File: config.mk
export PLATFORM = sky130hd
export DESIGN_NAME = result_drain
export DESIGN_NICKNAME = d
export VERILOG_FILES = /design/src/rtl/result_drain.sv
export SDC_FILE = /design/constraint.sdc
export NUM_CORES = 1
export LEC_CHECK = 0
export ABC_CLOCK_PERIOD_IN_PS = 1800
export CAP_MARGIN = 20
export CORE_UTILIZATION = 41
export CTS_BUF_LIST = sky130_fd_sc_hd__clkbuf_16
export CTS_CLUSTER_DIAMETER = 40
export DETAILED_ROUTE_END_ITERATION = 10
export PLACE_DENSITY_LB_ADDON = 0.3
export SYNTH_ARGS = -nofsm -noshare
export SYNTH_HDL_FRONTEND = slang
export SYNTH_SLANG_ARGS = --single-unit
export TNS_END_PERCENT = 30
File: constraint.sdc
create_clock -name clock -period 1.8 [get_ports clock]
set_input_delay 0.36 -clock clock [delete_from_list [all_inputs] [get_ports clock]]
set_output_delay 0.36 -clock clock [all_outputs]
set_load 0.01 [all_outputs]
File: src/rtl/result_drain.sv
// Drain stage: pops a status entry, and for OK statuses the matching result entry,
// presents the record over valid/ready, and keeps saturating completion/error counters.
module result_drain #(
  parameter int DATA_WIDTH   = 32,
  parameter int STATUS_WIDTH = 2,
  parameter int COUNT_WIDTH  = 16
) (
  input  logic                    clock,
  input  logic                    reset,
  input  logic                    empty_status,
  input  logic [STATUS_WIDTH-1:0] status_in,
  output logic                    read_enable_status,
  input  logic                    empty_result,
  input  logic [DATA_WIDTH-1:0]   result_in,
  output logic                    read_enable_result,
  output logic                    out_valid,
  input  logic                    out_ready,
  output logic [DATA_WIDTH-1:0]   out_result,
  output logic [STATUS_WIDTH-1:0] out_status,
  output logic [COUNT_WIDTH-1:0]  done_count,
  output logic [COUNT_WIDTH-1:0]  error_count,
  output logic                    busy
);

  typedef enum logic [2:0] {
    IDLE, POP_S, CAP_S, WAIT_R, POP_R, CAP_R, PRESENT
  } state_t;

  localparam logic [COUNT_WIDTH-1:0] CNT_MAX = '1;
  localparam logic [COUNT_WIDTH-1:0] CNT_ONE = {{(COUNT_WIDTH-1){1'b0}}, 1'b1};

  state_t                  state_q, state_d;
  logic                    re_s_q, re_s_d;
  logic                    re_r_q, re_r_d;
  logic                    valid_q, valid_d;
  logic                    busy_q, busy_d;
  logic [DATA_WIDTH-1:0]   result_q, result_d;
  logic [STATUS_WIDTH-1:0] status_q, status_d;
  logic [COUNT_WIDTH-1:0]  done_q, done_d;
  logic [COUNT_WIDTH-1:0]  err_q, err_d;

  always_comb begin
    state_d  = state_q;
    result_d = result_q;
    status_d = status_q;
    done_d   = done_q;
    err_d    = err_q;
    case (state_q)
      IDLE:    if (!empty_status) state_d = POP_S;
      POP_S:   state_d = CAP_S;
      CAP_S: begin
        status_d = status_in;
        if (status_in == '0) begin
          state_d = WAIT_R;
        end else begin
          result_d = '0;
          state_d  = PRESENT;
        end
      end
      WAIT_R:  if (!empty_result) state_d = POP_R;
      POP_R:   state_d = CAP_R;
      CAP_R: begin
        result_d = result_in;
        state_d  = PRESENT;
      end
      PRESENT: if (out_ready) begin
        if (done_q != CNT_MAX) done_d = done_q + CNT_ONE;
        if (status_q != '0 && err_q != CNT_MAX) err_d = err_q + CNT_ONE;
        state_d = IDLE;
      end
      default: state_d = IDLE;
    endcase
    // Outputs are decoded from the next state so they are registered, Moore-style.
    re_s_d  = (state_d == POP_S);
    re_r_d  = (state_d == POP_R);
    valid_d = (state_d == PRESENT);
    busy_d  = (state_d != IDLE);
  end

  always_ff @(posedge clock or negedge reset) begin
    if (!reset) begin
      state_q  <= IDLE;
      re_s_q   <= 1'b0;
      re_r_q   <= 1'b0;
      valid_q  <= 1'b0;
      busy_q   <= 1'b0;
      result_q <= '0;
      status_q <= '0;
      done_q   <= '0;
      err_q    <= '0;
    end else begin
      state_q  <= state_d;
      re_s_q   <= re_s_d;
      re_r_q   <= re_r_d;
      valid_q  <= valid_d;
      busy_q   <= busy_d;
      result_q <= result_d;
      status_q <= status_d;
      done_q   <= done_d;
      err_q    <= err_d;
    end
  end

  assign read_enable_status = re_s_q;
  assign read_enable_result = re_r_q;
  assign out_valid          = valid_q;
  assign out_result         = result_q;
  assign out_status         = status_q;
  assign done_count         = done_q;
  assign error_count        = err_q;
  assign busy               = busy_q;

endmodule

Word level (Yosys, flattened, before mapping):

Cells that the tools add are included.

* flip-flop bits (word level): 73
* logic and storage cells: 39

* add/subtract/negate cells: 2
* equality and inequality tests: 12
* mux-type cells: 7
* reduce and logical (&&, ||, !) cells: 9

Operators with widths (number)
* 32-bit one-hot mux with 2 select lines: 1
* 16-bit by 1-bit adder with 16-bit output (second input constant): 2
* 32-bit 2-to-1 mux: 1
* 16-bit inequality test (second input constant): 2
* 3-bit one-hot mux with 7 select lines: 1
* 3-bit equality test (second input constant): 5
* 3-bit 2-to-1 mux: 4
* 3-bit by 1-bit equality test with 1-bit output (second input constant): 2
* 3-bit by 2-bit equality test with 1-bit output (second input constant): 2
* 3-bit AND reduction: 2
* 2-bit nonzero test: 2
* 3-bit zero test: 1
* 3-bit nonzero test: 1
* 2-bit zero test: 1
* 2-bit inequality test (second input constant): 1
* 2-bit AND reduction: 1
* 1-bit logical AND: 1

Depth between registers and ports, before layout:

Gate-level depths: netlist of the first run.

* word-level depth: 4
* gate-level depth with buffers: 6
* gate-level depth less buffers: 6

Least setup slack after synthesis of the first run:

OpenSTA, ideal clock, no wires.

* path type: register to register
* start: register done_q[12], in the netlist done_count[12]
* end: register done_q[1], in the netlist done_count[1]
* library setup time: 0.125 ns
* data arrival time: 1.678 ns
* required time: 1.675 ns
* setup slack: -0.003 ns
* stages on the path, launching flop included: 5
* cells stage by stage: dfrtp_1 > nand4_2 > or3_4 > o31ai_4 > mux2_4

* longest elaborated chain between the ends: 2

Ends and longest elaborated chain
* start: declaration: RTL line 39 `logic [COUNT_WIDTH-1:0] done_q, done_d;`
* start signal: assignment: RTL line 99 `done_q <= done_d;`
* 16-bit inequality test: RTL line 67 `if (done_q != CNT_MAX) done_d = done_q + CNT_ONE;`
* 3-bit AND reduction (no source line)

No other way between the ends.
A chain may end at the register's enable or synchronous reset.

Worst setup path in the final report of the first run:

Ends and elaborated chain as after synthesis.

==> results by group, run 1 <==
Yosys
  – Synth area leader: dfrtp_1
  – Yosys warning total: 0
  – Syn Area/Cell: 12.20 um^2
  – Synthesized area: 3123 um^2
  – Synthesis-stage register bit count: 73
  – Simple-Gate Fraction of Synth Area: 15.79%
  – Prevailing post-synth register cell: dfrtp_1
  – Synth top cells by count: dfrtp_1, a22o_1, nor2_1
  – Largest cells by area after synthesis: dfrtp_1, a22o_1, xnor2_1
  – Adder-Cell Fraction of Synth Area: 0.8013%
  – Unique cell type count in the Yosys netlist: 50
  – Synth Instances: 256
  – Synth Area in XOR/XNOR: 5.889%
  – Top cell type's share of synthesized area: 58.49%
  – Post-synth EDFFs: 0
  – Largest family of logic cells by synthesized area: simple AND/OR/NAND/NOR gates
  – Most frequent cell after synthesis: dfrtp_1
  – Compound-Gate Fraction of Synth Area: 13.50%
  – Mux share of post-synthesis cell area: 3.285%
  – Ys async rst share: 100.0%
  – Syn_nets: 297
  – Register area share after synthesis: 58.49%

Global route
  – First-pass GRT wire length: 12.00 mm
  – Gr usage total: 20.16%
  – Number of global-route vias before repair: 2,564
  – Antenna violations before repair: 0
  – Grt ovf: 0
  – Largest net degree at the start of global routing: 74

Clocking
  – Skew-Pair Late Insertion Delay: 0.32 ns
  – CTS tree: done
  – CTS Sinks: 73
  – Clock Path Buffers: 2
  – Clk slew on worst S/H paths: 0.06 ns
  – H-tree depth: 3
  – TritonCTS buffer count: 9
  – Clk root buf: clkbuf_16

Route
  – Routed via count: 2,562
  – DRC viols: 0
  – First DRT Iteration DRCs: 94
  – WL per Instance: 14.53 um
  – DRT Wirelength: 7.292 mm
  – Via-to-Cell Ratio: 5.104
  – TritonRoute pass-1 iters: 4
  – Final ANT Viol Nets: 0

Worst setup path
  – CP required: 2.01 ns
  – Startpoint types: flip-flop
  – Critical path endpoint category: flip-flop
  – CP Max Fanout: 6
  – Critical path type: flip-flop to flip-flop
  – CP startpoint: done_count[12]$_DFFE_PN0P_
  – Worst R2R Start: done_count[12]$_DFFE_PN0P_
  – Crit path DAT: 1.92 ns

Timing
  – Final Cycle Share: 95.28%
  – Worst setup margin: 0.08496 ns
  – Final Slew Violations: 0
  – Final Hold Viols: 0
  – Clock Skews: 0.006258 ns
  – Max Freq: 0.5831 GHz
  – Final setup fails: 0
  – Setup TNS: 0 ns
  – Relative slew slack: 74.29%
  – Worst slew pin tran: 0.3857 ns
  – RSZ-0062 raised after global routing: yes
  – Minimum clock period: 1.715 ns

Die
  – Initial Util: 42.83%
  – Die Y-Extent: 89.28 um
  – Die ar.: 7970 um^2
  – Ports: 109
  – Site row count: 31
  – Core ar.: 7292 um^2
  – DIE WIDTH: 89.28 um

Flow run
  – Max cap viols: 0

Pwr
  – Clk pwr share: 30.9%
  – P_sw: 1.820 mW
  – Power Total: 6.406 mW
  – Combinational power share: 32.7%
  – P per Cell Area: 1299 nW/um^2
  – Switching Share: 28.41%
  – Pleak: 2.221 nW
  – Worst IR Drop VDD: 0.7293 mV
  – Internal power: 4.586 mW
  – Reg power frac: 36.4%

Run status
  – Status: completed

Place
  – GPL Wtd Cong: 0.7690
  – Count of input and output buffers: 108
  – Placed Instance Area: 4547 um^2
  – Placed Cells: 485
  – Detail Placement HPWL: 5.096 mm
  – Setup slack at placement: -0.2710 ns

Cells and area
  – Design area: 4933 um^2
  – Final #Nets: 439
  – Inserted Diodes: 0
  – Area growth from synthesis to layout: 57.97%
  – Share of cells above drive strength 1: 19.11%
  – Non-Filler Instances: 502

Hold path
  – Hold crit path type: input port to asynchronous set/reset pin
through the flow:
stage          utilization, %  hold slack, ns
6_report                67.66         0.03763
5_1_grt                 67.66         0.07150
4_1_cts                 66.95         0.05634
3_5_place_dp            62.35          0.4039
3_3_place_gp            62.35          0.3998
2_1_floorplan               -         0.06441
area by class of cell:
| class | count | area, um^2 |
|---|---|---|
| clock buffers | 9 | 225.2 |
| well taps | 99 | 123.9 |
| repair buffers | 140 | 1346 |
| multi-input cells | 166 | 1266 |
| fillers | 580 | 2359 |
| inverters | 8 | 30.03 |
| flip-flops and latches | 73 | 1832 |
| clock inverters | 7 | 110.1 |
path summary, 6_finish.rpt:
check | endpoint | slack, ns | cells past startpoint
min reg2reg | out_result[18]$_DFFE_PN0P_ | 0.50 | 1
min | done_count[11]$_DFFE_PN0P_ | 0.04 | 2
max in group asynchronous | done_count[2]$_DFFE_PN0P_ | 1.43 | 2
max reg2reg | done_count[1]$_DFFE_PN0P_ | 0.08 | 4
min in group clock | out_result[18]$_DFFE_PN0P_ | 0.50 | 1
max | done_count[1]$_DFFE_PN0P_ | 0.08 | 4
repair_timing:
item / CTS / global route
hold buffers: 0 / 0
buffers inserted: 0 / 1
endpoints found under the setup margin: 0 / 11
resized for setup: 0 / 12
sequential cells by signal, summed over array words and instances (netlist names):
register,cells
state_q,3
error_count,16
done_count,16
out_result,32
read_enable_result,1
busy,1
read_enable_status,1
out_valid,1
out_status,2
cell families (layout without fill, tap and decap cells):
group / after synthesis / after routing
buffers and inverters: 17 / 164
and+or+nand+nor: 84 / 84
AOI/OAI and AO/OA: 50 / 50
DFF: 73 / 73
xor gates and xnor gates: 21 / 21
adders and majority gates: 2 / 2
muxes: 9 / 9
power by group through the flow:
| stage | registers [mW] | clock network (mW) | logic (mW) |
|---|---|---|---|
| 6_report | 2.33 | 1.98 | 2.10 |
| 4_1_cts | 2.32 | 2.02 | 2.12 |
| 5_1_grt | 2.39 | 2.10 | 2.28 |
| 3_3_place_gp | 2.34 | 0 | 2.06 |
| 2_1_floorplan | 2.45 | 0 | 0.844 |
| 3_5_place_dp | 2.32 | 0 | 2.13 |
placed cells by master (no fill, tap or decap), types with 3 or more instances in the layout:
cell	count
inv_1	9
buf_4	31
dfrtp_1	69
clkdlybuf4s50_1	106
dfrtp_2	4
bufinv_16	3
mux2_2	5
nor3_1	7
nand2_1	12
nand2b_1	3
nor2_1	15
nand3_1	11
a22o_1	32
nor3_2	4
xor2_1	10
a21oi_1	4
nand4_1	6
clkbuf_16	9
xnor2_1	11
critical path, stage by stage (launching register included):
cell,delay (ns)
dfrtp_1,0.37
nand4_2,0.14
or3_4,0.43
o31ai_4,0.32
mux2_4,0.33
routing by layer:
metal | part of all wire, % | global-route usage [%] | wire length (um) | up-vias
met5 | 0 | 0 | 0 | -
met4 | 1.1 | 8.514 | 81 | 0
met3 | 6.9 | 5.817 | 501 | 7
met2 | 49 | 31.85 | 3540 | 91
met1 | 43 | 26.08 | 3169 | 1247
li1 | - | - | - | 1217
Power figures use the tool's default switching activity.
==> inputs of run 2 (changes only) <==
--- a/config.mk
+++ b/config.mk
@@ -5,7 +5,7 @@
 export SDC_FILE = /design/constraint.sdc
 export NUM_CORES = 1
 export LEC_CHECK = 0
-export ABC_CLOCK_PERIOD_IN_PS = 1800
+export ABC_CLOCK_PERIOD_IN_PS = 1400
 export CAP_MARGIN = 20
 export CORE_UTILIZATION = 41
 export CTS_BUF_LIST = sky130_fd_sc_hd__clkbuf_16
==> constraint.sdc (replaced) <==
create_clock -name clock -period 1.4 [get_ports clock]
set_input_delay 0.28 -clock clock [delete_from_list [all_inputs] [get_ports clock]]
set_output_delay 0.28 -clock clock [all_outputs]
set_load 0.01 [all_outputs]
==> results by group, run 2 (synthesis gave the netlist of run 1 again) <==
Worst setup path
  – Startpoint types: flip-flop
  – Critical path endpoint category: flip-flop
  – Worst R2R Start: done_count[6]$_DFFE_PN0P_
  – FF-to-FF End: done_count[9]$_DFFE_PN0P_
  – CP Cell Sequence: nand3_1, or3_4, o31ai_4, buf_6, nor3_2, xor2_1
  – CP required: 1.60 ns
  – Critical path type: flip-flop to flip-flop
  – Crit path DAT: 1.98 ns
  – Largest delay contributor family on the critical path: simple AND/OR/NAND/NOR gates
  – WP buf/inv: 1
  – Crit-path max cell delay: 0.45 ns
  – CP Max Fanout: 4
  – Critical-path top delay cell: dfrtp_1
  – FF-to-FF path depth: 6
  – Reg2Reg Setup Slack: -0.38 ns
  – CP startpoint: done_count[6]$_DFFE_PN0P_

Clocking
  – Skew-Pair Late Insertion Delay: 0.33 ns
  – Clk root buf: clkbuf_16
  – CTS tree: done
  – H-tree depth: 3
  – CTS Sinks: 73
  – Clk slew on worst S/H paths: 0.06 ns
  – Clock Path Buffers: 2
  – TritonCTS buffer count: 9

Die
  – Initial Util: 42.83%
  – Site row count: 31
  – Ports: 109
  – Die ar.: 7970 um^2
  – DIE WIDTH: 89.28 um
  – Core ar.: 7292 um^2
  – Die Y-Extent: 89.28 um

Global route
  – Number of global-route vias before repair: 2,828
  – Largest net degree at the start of global routing: 74
  – First-pass GRT wire length: 13.34 mm
  – Gr usage total: 22.47%
  – Antenna violations before repair: 0
  – Grt ovf: 0

Timing
  – RSZ-0062 raised after global routing: yes
  – Final Hold Viols: 0
  – Final Slew Violations: 0
  – Final setup fails: 67
  – Final Cycle Share: 127.4%
  – Relative slew slack: 73.93%
  – Worst setup margin: -0.3833 ns
  – Hold WS: 0.4818 ns
  – Minimum clock period: 1.783 ns
  – Clock Skews: 0.008251 ns
  – Setup TNS: -9.303 ns
  – Max Freq: 0.5607 GHz
  – Worst slew pin tran: 0.3911 ns

Route
  – Routed via count: 2,845
  – TritonRoute pass-1 iters: 4
  – Final ANT Viol Nets: 0
  – Via-to-Cell Ratio: 5.071
  – WL per Instance: 15.99 um
  – First DRT Iteration DRCs: 101
  – DRT Wirelength: 8.972 mm
  – DRC viols: 0

Pwr
  – Worst IR Drop VDD: 1.028 mV
  – Pleak: 2.723 nW
  – Power Total: 8.455 mW
  – P per Cell Area: 1548 nW/um^2

Hold path
  – Hold crit path type: input port to asynchronous set/reset pin

Cells and area
  – Area growth from synthesis to layout: 74.88%
  – Inserted Diodes: 0
  – Most frequent cells in the layout: buf_4, dfrtp_1, dlygate4sd2_1, clkdlybuf4s50_1, a22o_1
  – Max FFs per register: 32
  – Final #Nets: 498
  – Utilization after layout: 74.90%
  – Commonest non-fill, non-tap cell in the layout: buf_4
  – Fill cells: 511
  – Share of cells above drive strength 1: 39.39%
  – Design area: 5461 um^2

Run status
  – Status: finished, violations left
  – Failing checks: negative setup slack

Place
  – Placed Instance Area: 4996 um^2
  – Detail Placement HPWL: 5.818 mm
  – GPL Wtd Cong: 0.7931
  – Count of input and output buffers: 108

Flow run
  – Max cap viols: 0
[run 2: cell count changes in the layout (fill, tap and decap cells not counted), sizes merged]
cell | before | now
dlymetal6s2s | 1 | 0
buf | 33 | 93
inv | 9 | 8
clkinvlp | 1 | 3
clkdlybuf4s15 | 0 | 14
clkinv | 2 | 3
clkdlybuf4s50 | 106 | 36
bufinv | 3 | 1
dlygate4sd3 | 0 | 1
dlygate4sd2 | 0 | 39
clkbuf | 9 | 25
[run 2: worst register-to-register path, cell delays in order, from the launching register on]
cell and delay [ns]:
dfrtp_1 0.45, nand3_1 0.15, or3_4 0.38, o31ai_4 0.33
buf_6 0.16, nor3_2 0.04, xor2_1 0.15
[run 2: power by group]
group | switching (mW) | leakage, nW | total [mW] | internal (mW)
clock | 0.890 | 0.137 | 2.27 | 1.37
sequential | 0.317 | 0.956 | 2.92 | 2.61
combinational | 1.49 | 1.63 | 3.27 | 1.77
total | 2.70 | 2.72 | 8.46 | 5.75
[run 2: what timing repair did]
| action | CTS | global route |
|---|---|---|
| gates resized for setup | 128 | 43 |
| endpoints found under the setup margin | 138 | 84 |
| setup buffers | 5 | 6 |
| pin swaps | 11 | 21 |
| hold endpoints to repair | 73 | 0 |
| hold buffers | 1 | 0 |
[run 2: how the worst max path moves through the flow]
stage          cells after the start  slack (ns)                          to
6_report                           6       -0.38   done_count[9]$_DFFE_PN0P_
5_1_grt                            6       -0.43   done_count[9]$_DFFE_PN0P_
4_1_cts                            6       -0.32  done_count[11]$_DFFE_PN0P_
3_3_place_gp                       5       -0.47  error_count[1]$_DFFE_PN0P_
3_5_place_dp                       7       -0.55  done_count[10]$_DFFE_PN0P_
2_1_floorplan                      4       -0.33   done_count[1]$_DFFE_PN0P_
[run 2: final cells by class]
class	instances	area, um^2	area share [%]
clock inverter	7	71.32	1.306
inverter	8	30.03	0.5498
clock buffer	9	225.2	4.124
timing repair buffer	199	1713	31.36
multi-input combinational	166	1465	26.83
tap	99	123.9	2.268
sequential	73	1833	33.56
[run 2: layer usage]
| metal | vias to the layer above | GRT usage, % | part of all wire, % |
|---|---|---|---|
| li1 | 1343 | - | - |
| met1 | 1385 | 26.89 | 40 |
| met2 | 111 | 38.86 | 52 |
| met3 | 6 | 7.110 | 6.9 |
| met4 | 0 | 6.782 | 0.81 |
| met5 | - | 0 | 0 |
[run 2: metrics by stage]
| step | cells | setup slack (ns) |
|---|---|---|
| floorplan | 256 | -0.3326 |
| global placement | 534 | -0.4728 |
| detailed placement | 534 | -0.5481 |
| CTS | 555 | -0.3169 |
| global route | 561 | -0.4340 |
| finish | 561 | -0.3833 |
